$ cat config.mk
export PLATFORM = sky130hd
export DESIGN_NAME = spi1_target
export DESIGN_NICKNAME = d
export VERILOG_FILES = /design/src/rtl/spi1_target.sv
export SDC_FILE = /design/constraint.sdc
export NUM_CORES = 1
export LEC_CHECK = 0
export ABC_AREA = 1
export CORE_MARGIN = 2
export CORE_UTILIZATION = 35
export CTS_BUF_LIST = sky130_fd_sc_hd__clkbuf_4 sky130_fd_sc_hd__clkbuf_8
export CTS_CLUSTER_DIAMETER = 200
export DETAILED_ROUTE_END_ITERATION = 8
export PLACE_DENSITY = 0.6
export SYNTH_ARGS = -nofsm -noshare
export SYNTH_HDL_FRONTEND = slang
export SYNTH_SLANG_ARGS = --single-unit
$ cat constraint.sdc
create_clock -name clk_i -period 3.4 [get_ports clk_i]
set_input_delay 0.34 -clock clk_i [delete_from_list [all_inputs] [get_ports clk_i]]
set_output_delay 0.34 -clock clk_i [all_outputs]
set_load 0.01 [all_outputs]
$ cat src/rtl/spi1_target.sv
// SPI mode-0 target that turns SPI1 command frames into single-beat bus requests.
// SCK, CS and PICO are oversampled in the clk_i domain; SCK must stay at or below CLK_MHZ/4.
module spi1_target #(
  parameter int CLK_MHZ     = 64,
  parameter int SCK_MAX_MHZ = 16
) (
  input  logic        clk_i,
  input  logic        reset_i,
  input  logic        spi_sck_i,
  input  logic        spi_cs_ni,
  input  logic        spi_pico_i,
  output logic        spi_poci_o,
  output logic [16:0] addr_o,
  output logic [7:0]  data_o,
  output logic        rw_no,
  output logic        valid_o,
  input  logic        ready_i,
  input  logic [7:0]  data_i
);

  localparam int MIN_SCK_HALF_CLKS = CLK_MHZ / (2 * SCK_MAX_MHZ);

  typedef enum logic [2:0] {RX_CMD, RX_DATA, RX_ADDR_HI, RX_ADDR_LO, RX_DONE} rx_state_t;
  typedef enum logic {BUS_IDLE, BUS_PEND} bus_state_t;

  logic [1:0] sck_sync, cs_sync, pico_sync;
  logic       sck_d, cs_d, sck_edge_d;
  logic       sck_rise, sck_fall, cs_fall, cs_rise, pico;

  // NOTE: sequential state uses non-blocking assignments so every flop samples pre-edge values.
  always_ff @(posedge clk_i) begin
    if (reset_i) begin
      sck_sync   <= '0;
      cs_sync    <= '0;  // low at reset: a frame in flight at release never looks like a new CS fall
      pico_sync  <= '0;
      sck_d      <= 1'b0;
      cs_d       <= 1'b0;
      sck_edge_d <= 1'b0;
    end else begin
      sck_sync   <= {sck_sync[0], spi_sck_i};
      cs_sync    <= {cs_sync[0], spi_cs_ni};
      pico_sync  <= {pico_sync[0], spi_pico_i};
      sck_d      <= sck_sync[1];
      cs_d       <= cs_sync[1];
      sck_edge_d <= sck_rise | sck_fall;
      if (MIN_SCK_HALF_CLKS >= 2) assert (!((sck_rise || sck_fall) && sck_edge_d));
    end
  end

  assign sck_rise = sck_sync[1] & ~sck_d;
  assign sck_fall = ~sck_sync[1] & sck_d;
  assign cs_fall  = ~cs_sync[1] & cs_d;
  assign cs_rise  = cs_sync[1] & ~cs_d;
  assign pico     = pico_sync[1];

  logic       in_frame;
  logic [2:0] bit_cnt;
  logic [6:0] rx_shift;
  logic [7:0] rx_byte, tx_shift;
  logic       byte_done;

  assign rx_byte   = {rx_shift, pico};
  assign byte_done = in_frame & sck_rise & (bit_cnt == 3'd7);

  always_ff @(posedge clk_i) begin
    if (reset_i) begin
      in_frame <= 1'b0;
      bit_cnt  <= '0;
      rx_shift <= '0;
    end else if (cs_fall) begin
      in_frame <= 1'b1;
      bit_cnt  <= '0;
    end else if (cs_rise) begin
      in_frame <= 1'b0;
      bit_cnt  <= '0;
    end else if (in_frame && sck_rise) begin
      bit_cnt  <= bit_cnt + 3'd1;
      rx_shift <= {rx_shift[5:0], pico};
    end
  end

  logic [7:0] rd_buf;

  always_ff @(posedge clk_i) begin
    if (reset_i)                   tx_shift <= '0;
    else if (cs_fall)              tx_shift <= rd_buf;
    else if (in_frame && sck_fall) tx_shift <= {tx_shift[6:0], 1'b0};
  end

  assign spi_poci_o = in_frame & tx_shift[7];

  rx_state_t  rx_state, rx_next;
  logic       issue, lat_cmd, lat_data, lat_ahi, load_ptr;
  logic       rw_n, set_addr, a16;
  logic [7:0] addr_hi, wdata;

  always_ff @(posedge clk_i) begin
    if (reset_i) rx_state <= RX_CMD;
    else         rx_state <= rx_next;
  end

  // NOTE: every output gets a default first so no latch is inferred.
  always_comb begin
    rx_next  = rx_state;
    issue    = 1'b0;
    lat_cmd  = 1'b0;
    lat_data = 1'b0;
    lat_ahi  = 1'b0;
    load_ptr = 1'b0;
    if (cs_fall || cs_rise) begin
      rx_next = RX_CMD;
    end else if (byte_done) begin
      case (rx_state)
        RX_CMD: begin
          lat_cmd = 1'b1;
          if (!rx_byte[7])     rx_next = RX_DATA;
          else if (rx_byte[6]) rx_next = RX_ADDR_HI;
          else begin
            issue   = 1'b1;
            rx_next = RX_DONE;
          end
        end
        RX_DATA: begin
          lat_data = 1'b1;
          if (set_addr) rx_next = RX_ADDR_HI;
          else begin
            issue   = 1'b1;
            rx_next = RX_DONE;
          end
        end
        RX_ADDR_HI: begin
          lat_ahi = 1'b1;
          rx_next = RX_ADDR_LO;
        end
        RX_ADDR_LO: begin
          load_ptr = 1'b1;
          issue    = 1'b1;
          rx_next  = RX_DONE;
        end
        RX_DONE: rx_next = RX_DONE;
        default: rx_next = RX_CMD;
      endcase
    end
  end

  always_ff @(posedge clk_i) begin
    if (reset_i) begin
      rw_n     <= 1'b1;
      set_addr <= 1'b0;
      a16      <= 1'b0;
      addr_hi  <= '0;
      wdata    <= '0;
    end else begin
      if (lat_cmd) begin
        rw_n     <= rx_byte[7];
        set_addr <= rx_byte[6];
        if (rx_byte[6]) a16 <= rx_byte[0];
      end
      if (lat_data) wdata   <= rx_byte;
      if (lat_ahi)  addr_hi <= rx_byte;
    end
  end

  // The issuing byte itself may carry rw_n or the write data, so bypass the latches.
  logic       issue_rw, accept;
  logic [7:0] issue_data;
  assign issue_rw   = (rx_state == RX_CMD)  ? rx_byte[7] : rw_n;
  assign issue_data = (rx_state == RX_DATA) ? rx_byte    : wdata;

  bus_state_t  bus_state, bus_next;
  logic [16:0] pointer;
  logic        overrun;

  assign accept = issue && (bus_state == BUS_IDLE);

  always_comb begin
    bus_next = bus_state;
    case (bus_state)
      BUS_IDLE: if (accept)  bus_next = BUS_PEND;
      BUS_PEND: if (ready_i) bus_next = BUS_IDLE;
      default:               bus_next = BUS_IDLE;
    endcase
  end

  // Request fields only change on an accepted issue or a completion, so they hold while pending.
  always_ff @(posedge clk_i) begin
    if (reset_i) begin
      bus_state <= BUS_IDLE;
      pointer   <= '0;
      rw_no     <= 1'b1;
      data_o    <= '0;
      rd_buf    <= '0;
      overrun   <= 1'b0;
    end else begin
      bus_state <= bus_next;
      if (accept) begin
        rw_no  <= issue_rw;
        data_o <= issue_data;
        if (load_ptr) pointer <= {a16, addr_hi, rx_byte};
      end else if (bus_state == BUS_PEND && ready_i) begin
        pointer <= pointer + 17'd1;
        if (rw_no) rd_buf <= data_i;
      end
      if (issue && bus_state == BUS_PEND) overrun <= 1'b1;
    end
  end

  assign addr_o  = pointer;
  assign valid_o = (bus_state == BUS_PEND);

endmodule

## Word level (Yosys, flattened, before mapping)

Index checks and enable logic that the tools add are counted.

| cells by class | value |
|---|---|
| $add $sub $neg | 2 |
| equal/unequal tests | 6 |
| multiplexer cells | 34 |
| bitwise logic cells | 15 |
| reduce and logical (&&, ||, !) cells | 16 |

Operator list:

| operator | count |
|---|---|
| 17-bit two-way mux | 3 |
| 8-bit two-way mux | 3 |
| 1-bit two-way mux | 22 |
| 17-bit by 1-bit adder with 17-bit output (second input constant) | 1 |
| 3-bit case mux with 4 select lines | 1 |
| 3-bit two-way mux | 3 |
| 1-bit NOT | 8 |
| 1-bit AND | 7 |
| 3-bit by 2-bit equality test with 1-bit output (second input constant) | 2 |
| 3-bit equality test (second input constant) | 2 |
| 3-bit AND reduction | 2 |
| 2-bit nonzero test | 3 |
| 1-bit logical AND | 4 |
| 2-bit AND reduction | 2 |
| 2-bit OR reduction | 2 |
| 3-bit by 1-bit adder with 3-bit output (second input constant) | 1 |
| 3-bit by 1-bit equality test with 1-bit output (second input constant) | 1 |
| 3-bit zero test | 1 |
| 1-bit case mux with 3 select lines | 1 |
| 3-bit OR reduction | 1 |
| 2-bit inequality test (second input constant) | 1 |
| 1-bit case mux with 2 select lines | 1 |
| 1-bit logical OR | 1 |

| storage, ports and cells | value |
|---|---|
| register bits | 84 |
| input port bits | 14 |
| output and inout bits | 28 |
| word-level logic and storage cells | 93 |

## Longest topological paths before layout

| depth | value |
|---|---|
| depth after elaboration | 9 |
| mapped depth | 11 |
| depth with buffers taken out | 11 |

## Worst setup path before layout

Ideal clock, no wire load.

| timing | value |
|---|---|
| path kind | register to register |
| from | register cs_sync[1] |
| to | register pointer[3], in the netlist addr_o[3] |
| library setup time | 0.111 ns |
| arrival | 1.619 ns |
| required time | 3.289 ns |
| setup slack | 1.670 ns |
| cell stages (with the launch flop) | 11 |
| path buffers | 1 |
| clock period less this slack | 1.730 ns |
| cell sequence | dfxtp_1 -> inv_1 -> ha_1 -> nand3_1 -> nor2_4 -> nand4_4 -> nand2_4 -> buf_4 -> nand3_1 -> inv_1 -> nor2_1 |

| between the ends | value |
|---|---|
| longest elaborated chain between the ends | 7 |
| elaborated cells between the ends (all ways) | 11 |
| those cells by class | eq/ne: 1; mux: 3; bitwise: 3; reduce/logical: 4 |

RTL lines:

| what | line | text |
|---|---|---|
| from (decl) | 26 | `logic [1:0] sck_sync, cs_sync, pico_sync;` |
| from (signal assigned) | 41 | `cs_sync <= {cs_sync[0], spi_cs_ni};` |
| 1-bit NOT | 52 | `assign cs_fall = ~cs_sync[1] & cs_d;` |
| 1-bit AND | 52 |  |
| 1-bit logical OR (*) | 110 | `if (cs_fall \|\| cs_rise) begin` |
| 1-bit two-way mux | 110 |  |
| 1-bit logical AND | 174 | `assign accept = issue && (bus_state == BUS_IDLE);` |
| 2-bit inequality test (no line) or 2-bit nonzero test (tied branches) | n/a |  |
| 2-bit AND reduction (no line) | n/a |  |
| to (signal assigned) | 199 | `if (load_ptr) pointer <= {a16, addr_hi, rx_byte};` |
| to (signal assigned) | 201 | `pointer <= pointer + 17'd1;` |
| to (decl) | 171 | `logic [16:0] pointer;` |

Mark *: on every way between the ends. The rest lies on a longest branch, timed or not.
A chain may end at the register's enable or synchronous reset.

## Final worst setup path

| timing | value |
|---|---|
| from | register cs_sync[1] |
| to | register rd_buf[5] |

| between the ends | value |
|---|---|
| longest elaborated chain between the ends | 7 |
| elaborated cells between the ends (all ways) | 8 |
| those cells by class | mux: 1; bitwise: 4; reduce/logical: 3 |

RTL lines:

| what | line | text |
|---|---|---|
| 1-bit NOT | 52 |  |
| 1-bit AND | 52 |  |
| 1-bit logical OR (*) | 110 |  |
| 1-bit two-way mux (*) | 110 |  |
| 1-bit logical AND (*) | 174 |  |
| 1-bit NOT (no line) (*) | n/a |  |
| 3-bit AND reduction (no line) (*) | n/a |  |
| to (signal assigned) | 202 | `if (rw_no) rd_buf <= data_i;` |
| to (decl) | 82 | `logic [7:0] rd_buf;` |

Marked as above.

==> impl_results.md <==
- Status: finished clean
- # rows: 39
- Critical path class: reg2reg
- Logic pwr share: under 10%
- Synth Area in Adders: between 1.5 and 2%
- CP Launch Point: cs_sync[1]
- Most frequent cell after synthesis: nand2_1
- Area share of and/or/nand/nor cells after synthesis: 31.7%
- Sequential share of the synthesized area: 40.7%
- Psw: approximately 400 µW
- Synth warnings: 0
- Clk slew on worst S/H paths: 0.08 ns
- #FFs+latches synth: 84
- Antenna violations before repair: 0
- CP Capture Type: flop
- TritonCTS clock tree: built
- Nets: between 600 and 700
- Post-CTS Setup Bufs: 0
- Vias in the first global route: 3,437
- R2r worst-path depth: 9
- DR iter-0 viols: 190
- Worst rel slew slack: 42.4%
- Die height: 113 µm
- Share of layout cells above drive strength 1: 5.58%
- Routability cong.: 0.829
- Synth top cells by count: nand2_1, nor2_1, dfxtp_1
- I/O pin cnt: 42
- MaxCap Viol Count: 0
- CTS-repair resized insts: 0
- Post-route ant nets: 0
- Core area: 11,500 µm²
- Hold WC Path Type: reg2reg
- Post-Route Skew: 0.0135 ns
- Top_reg_cell synth: dfxtp_1
- Number of vias per cell: 4.82
- RSZ-0062 raised after global routing: no
- Core Util, Final: 41.6%
- First-pass GRT wire length: ~16,000 µm
- Placed inst area: around 4600 µm²
- Worst vdd ir: around 260 µV
- Cts bufs inserted: 9
- Count of input and output buffers: 41
- Via count: 3,710
- Post-synth EDFFs: 0
- Tmin final: 2.37 ns
- Largest family of logic cells by synthesized area: simple AND/OR/NAND/NOR gates
- Final instance area: approximately 4800 µm²
- H-tree Lvls: 3
- Die X: 113 µm
- Worst setup margin: between 1 and 1.5 ns
- Largest net degree at the start of global routing: between 50 and 60
- Max Root-Sink Buffers: 2
- Area Growth Syn to Fin: 15.4%
- Clock power share: between 30% and 40%
- Worst slew pin tran: 0.862 ns
- Drt wl/cell: 12.2 µm
- Final setup violation count: 0
- Critical Path End: rd_buf[5]
- Clock root buffer: clkbuf_8
- Length of the first detailed-routing pass in iterations: 4
- Post-Route WL: 9410 µm
- Setup crit start kind: flop
- Fin. max-slew vios: 0
- Synth Instances: 594
- Ys async rst share: 0%
- Clock Sinks: 84
- GR Overflow Total: 0
- Post-DP HPWL: 6620 µm
- Post-synthesis mux area share: 0%
- Final hold vios: 0
- Placed cells: 755
- Initial Util: a little over a third
- CP required: 3.65 ns
- Top cell type's share of synthesized area: 40.7%
- Avg Cell Area, Syn: 6.96 µm²
- Number of remaining DRC errors: 0
- # hold bufs at CTS: 0
- Sequential share of power: 58.0%
- Pwr/cell area: 360 nW/µm²
- Clk_lat worst skew: 0.36 ns
- # diodes: 0
- Pleak: 0.00199 µW
- Synth Area in XOR/XNOR: roughly 1.5%
- FF-to-FF setup slack: between 1 and 1.5 ns
- Total track usage: 15.6%
- Final TNS setup: 0 ns
- Capturing point of the worst reg2reg path: rd_buf[5]
- FF-to-FF Start: cs_sync[1]
- Synth Area in Compound Gates: 14.1%
- Full die area: 12,700 µm²
- Place WS: 1.02 ns
- Cell Int Power: 1320 µW
- Synth Net Count: about 610
- Yosys cell types: 36
- Synth top area cells: dfxtp_1, nand2_1, nor2_1, inv_1, o21ai_0
- Layout Cells excl Fill: 770
- Arrival time worst endpoint: 2.63 ns
- Period utilization: 69.8%
- Maximum fanout along the worst path: 36
- Synth Cell Area: 4130 µm²
- Fmax: 422 MHz
- Switching portion of total power: 23.4%
- Synth area leader: dfxtp_1
how the worst min path moves through the flow:
stage / cells after the start / end / from / slack (ns)
after global placement: 2 / sck_sync[1] / sck_sync[0] / 0.39
after global routing: 2 / sck_sync[1] / sck_sync[0] / 0.42
after floorplan: 2 / cs_sync[1] / cs_sync[0] / 0.39
final: 2 / cs_sync[1] / cs_sync[0] / 0.41
after detailed placement: 2 / cs_sync[1] / cs_sync[0] / 0.40
after CTS: 2 / cs_sync[1] / cs_sync[0] / 0.41
per-layer routing:
layer	GRT usage, %	wire (µm)	share of wire (%)
met1	20.0	4560	48
met2	26.0	4440	47
met3	4.16	326	3.5
met4	4.15	85	0.90
met5	0	0	0
kinds of logic after synthesis:
family                     after synthesis
AOI/OAI and AO/OA                      107
xor gates and xnor gates                 7
adders and majority gates                5
buffers and inverters                  103
DFF                                     84
and+or+nand+nor                        288
registers in the layout, summed over array words and instances, names as in the netlist, 2 cells and up:
register	count
sck_sync	2
rx_shift	7
data_o	8
addr_hi	8
rd_buf	8
cs_sync	2
addr_o	17
pico_sync	2
rx_state	3
bit_cnt	3
wdata	8
tx_shift	8
worst max-delay path, cell delays in order, from the launching register on:
cell	delay (ns)
dfxtp_1	0.35
inv_1	0.06
ha_1	0.40
nand3_1	0.16
nor2_4	0.35
nand3_4	0.39
nand3b_4	0.33
nand2_1	0.09
nand2_1	0.07
nor2_1	0.05
power groups by stage:
stage	clock network (µW)	logic [µW]	registers, µW
6_report	653	68.6	997
5_1_grt	718	78.0	998
4_1_cts	681	69.4	997
3_5_place_dp	0	69.0	1020
3_3_place_gp	0	67.8	1020
2_1_floorplan	0	43.4	1020
layout by cell type, fill, tap and decap left out, types with 2 or more instances in the layout:
cell,count
nand2_1,130
nor2_1,93
dfxtp_1,84
inv_1,74
o21ai_0,49
clkdlybuf4s50_1,41
a21oi_1,37
nand3_1,25
nand4_1,19
clkbuf_8,11
a211oi_1,8
xor2_1,7
o21ai_1,5
ha_1,5
nand3b_1,4
a31oi_1,3
inv_2,3
nor3_1,3
clkinv_1,2
nand2_2,2
nand3b_4,2
o211ai_1,2
nand2_4,2
a211oi_2,2
clkinvlp_4,2
clkinv_2,2
layout make-up:
cell class	count	area, µm²
clock inverter	4	25.0
timing repair buffer	42	418
multi-input combinational	407	2020
inverter	79	297
fill	1176	6700
tap	143	179
sequential	84	1680
clock buffer	11	151
stage by stage:
step           power (µW)  hold slack [ns]
6_report             1720            0.412
2_1_floorplan        1060            0.388
5_1_grt              1790            0.423
3_3_place_gp         1090            0.394
3_5_place_dp         1090            0.398
4_1_cts              1750            0.409
Note: power is estimated with default switching activity, not from simulation.
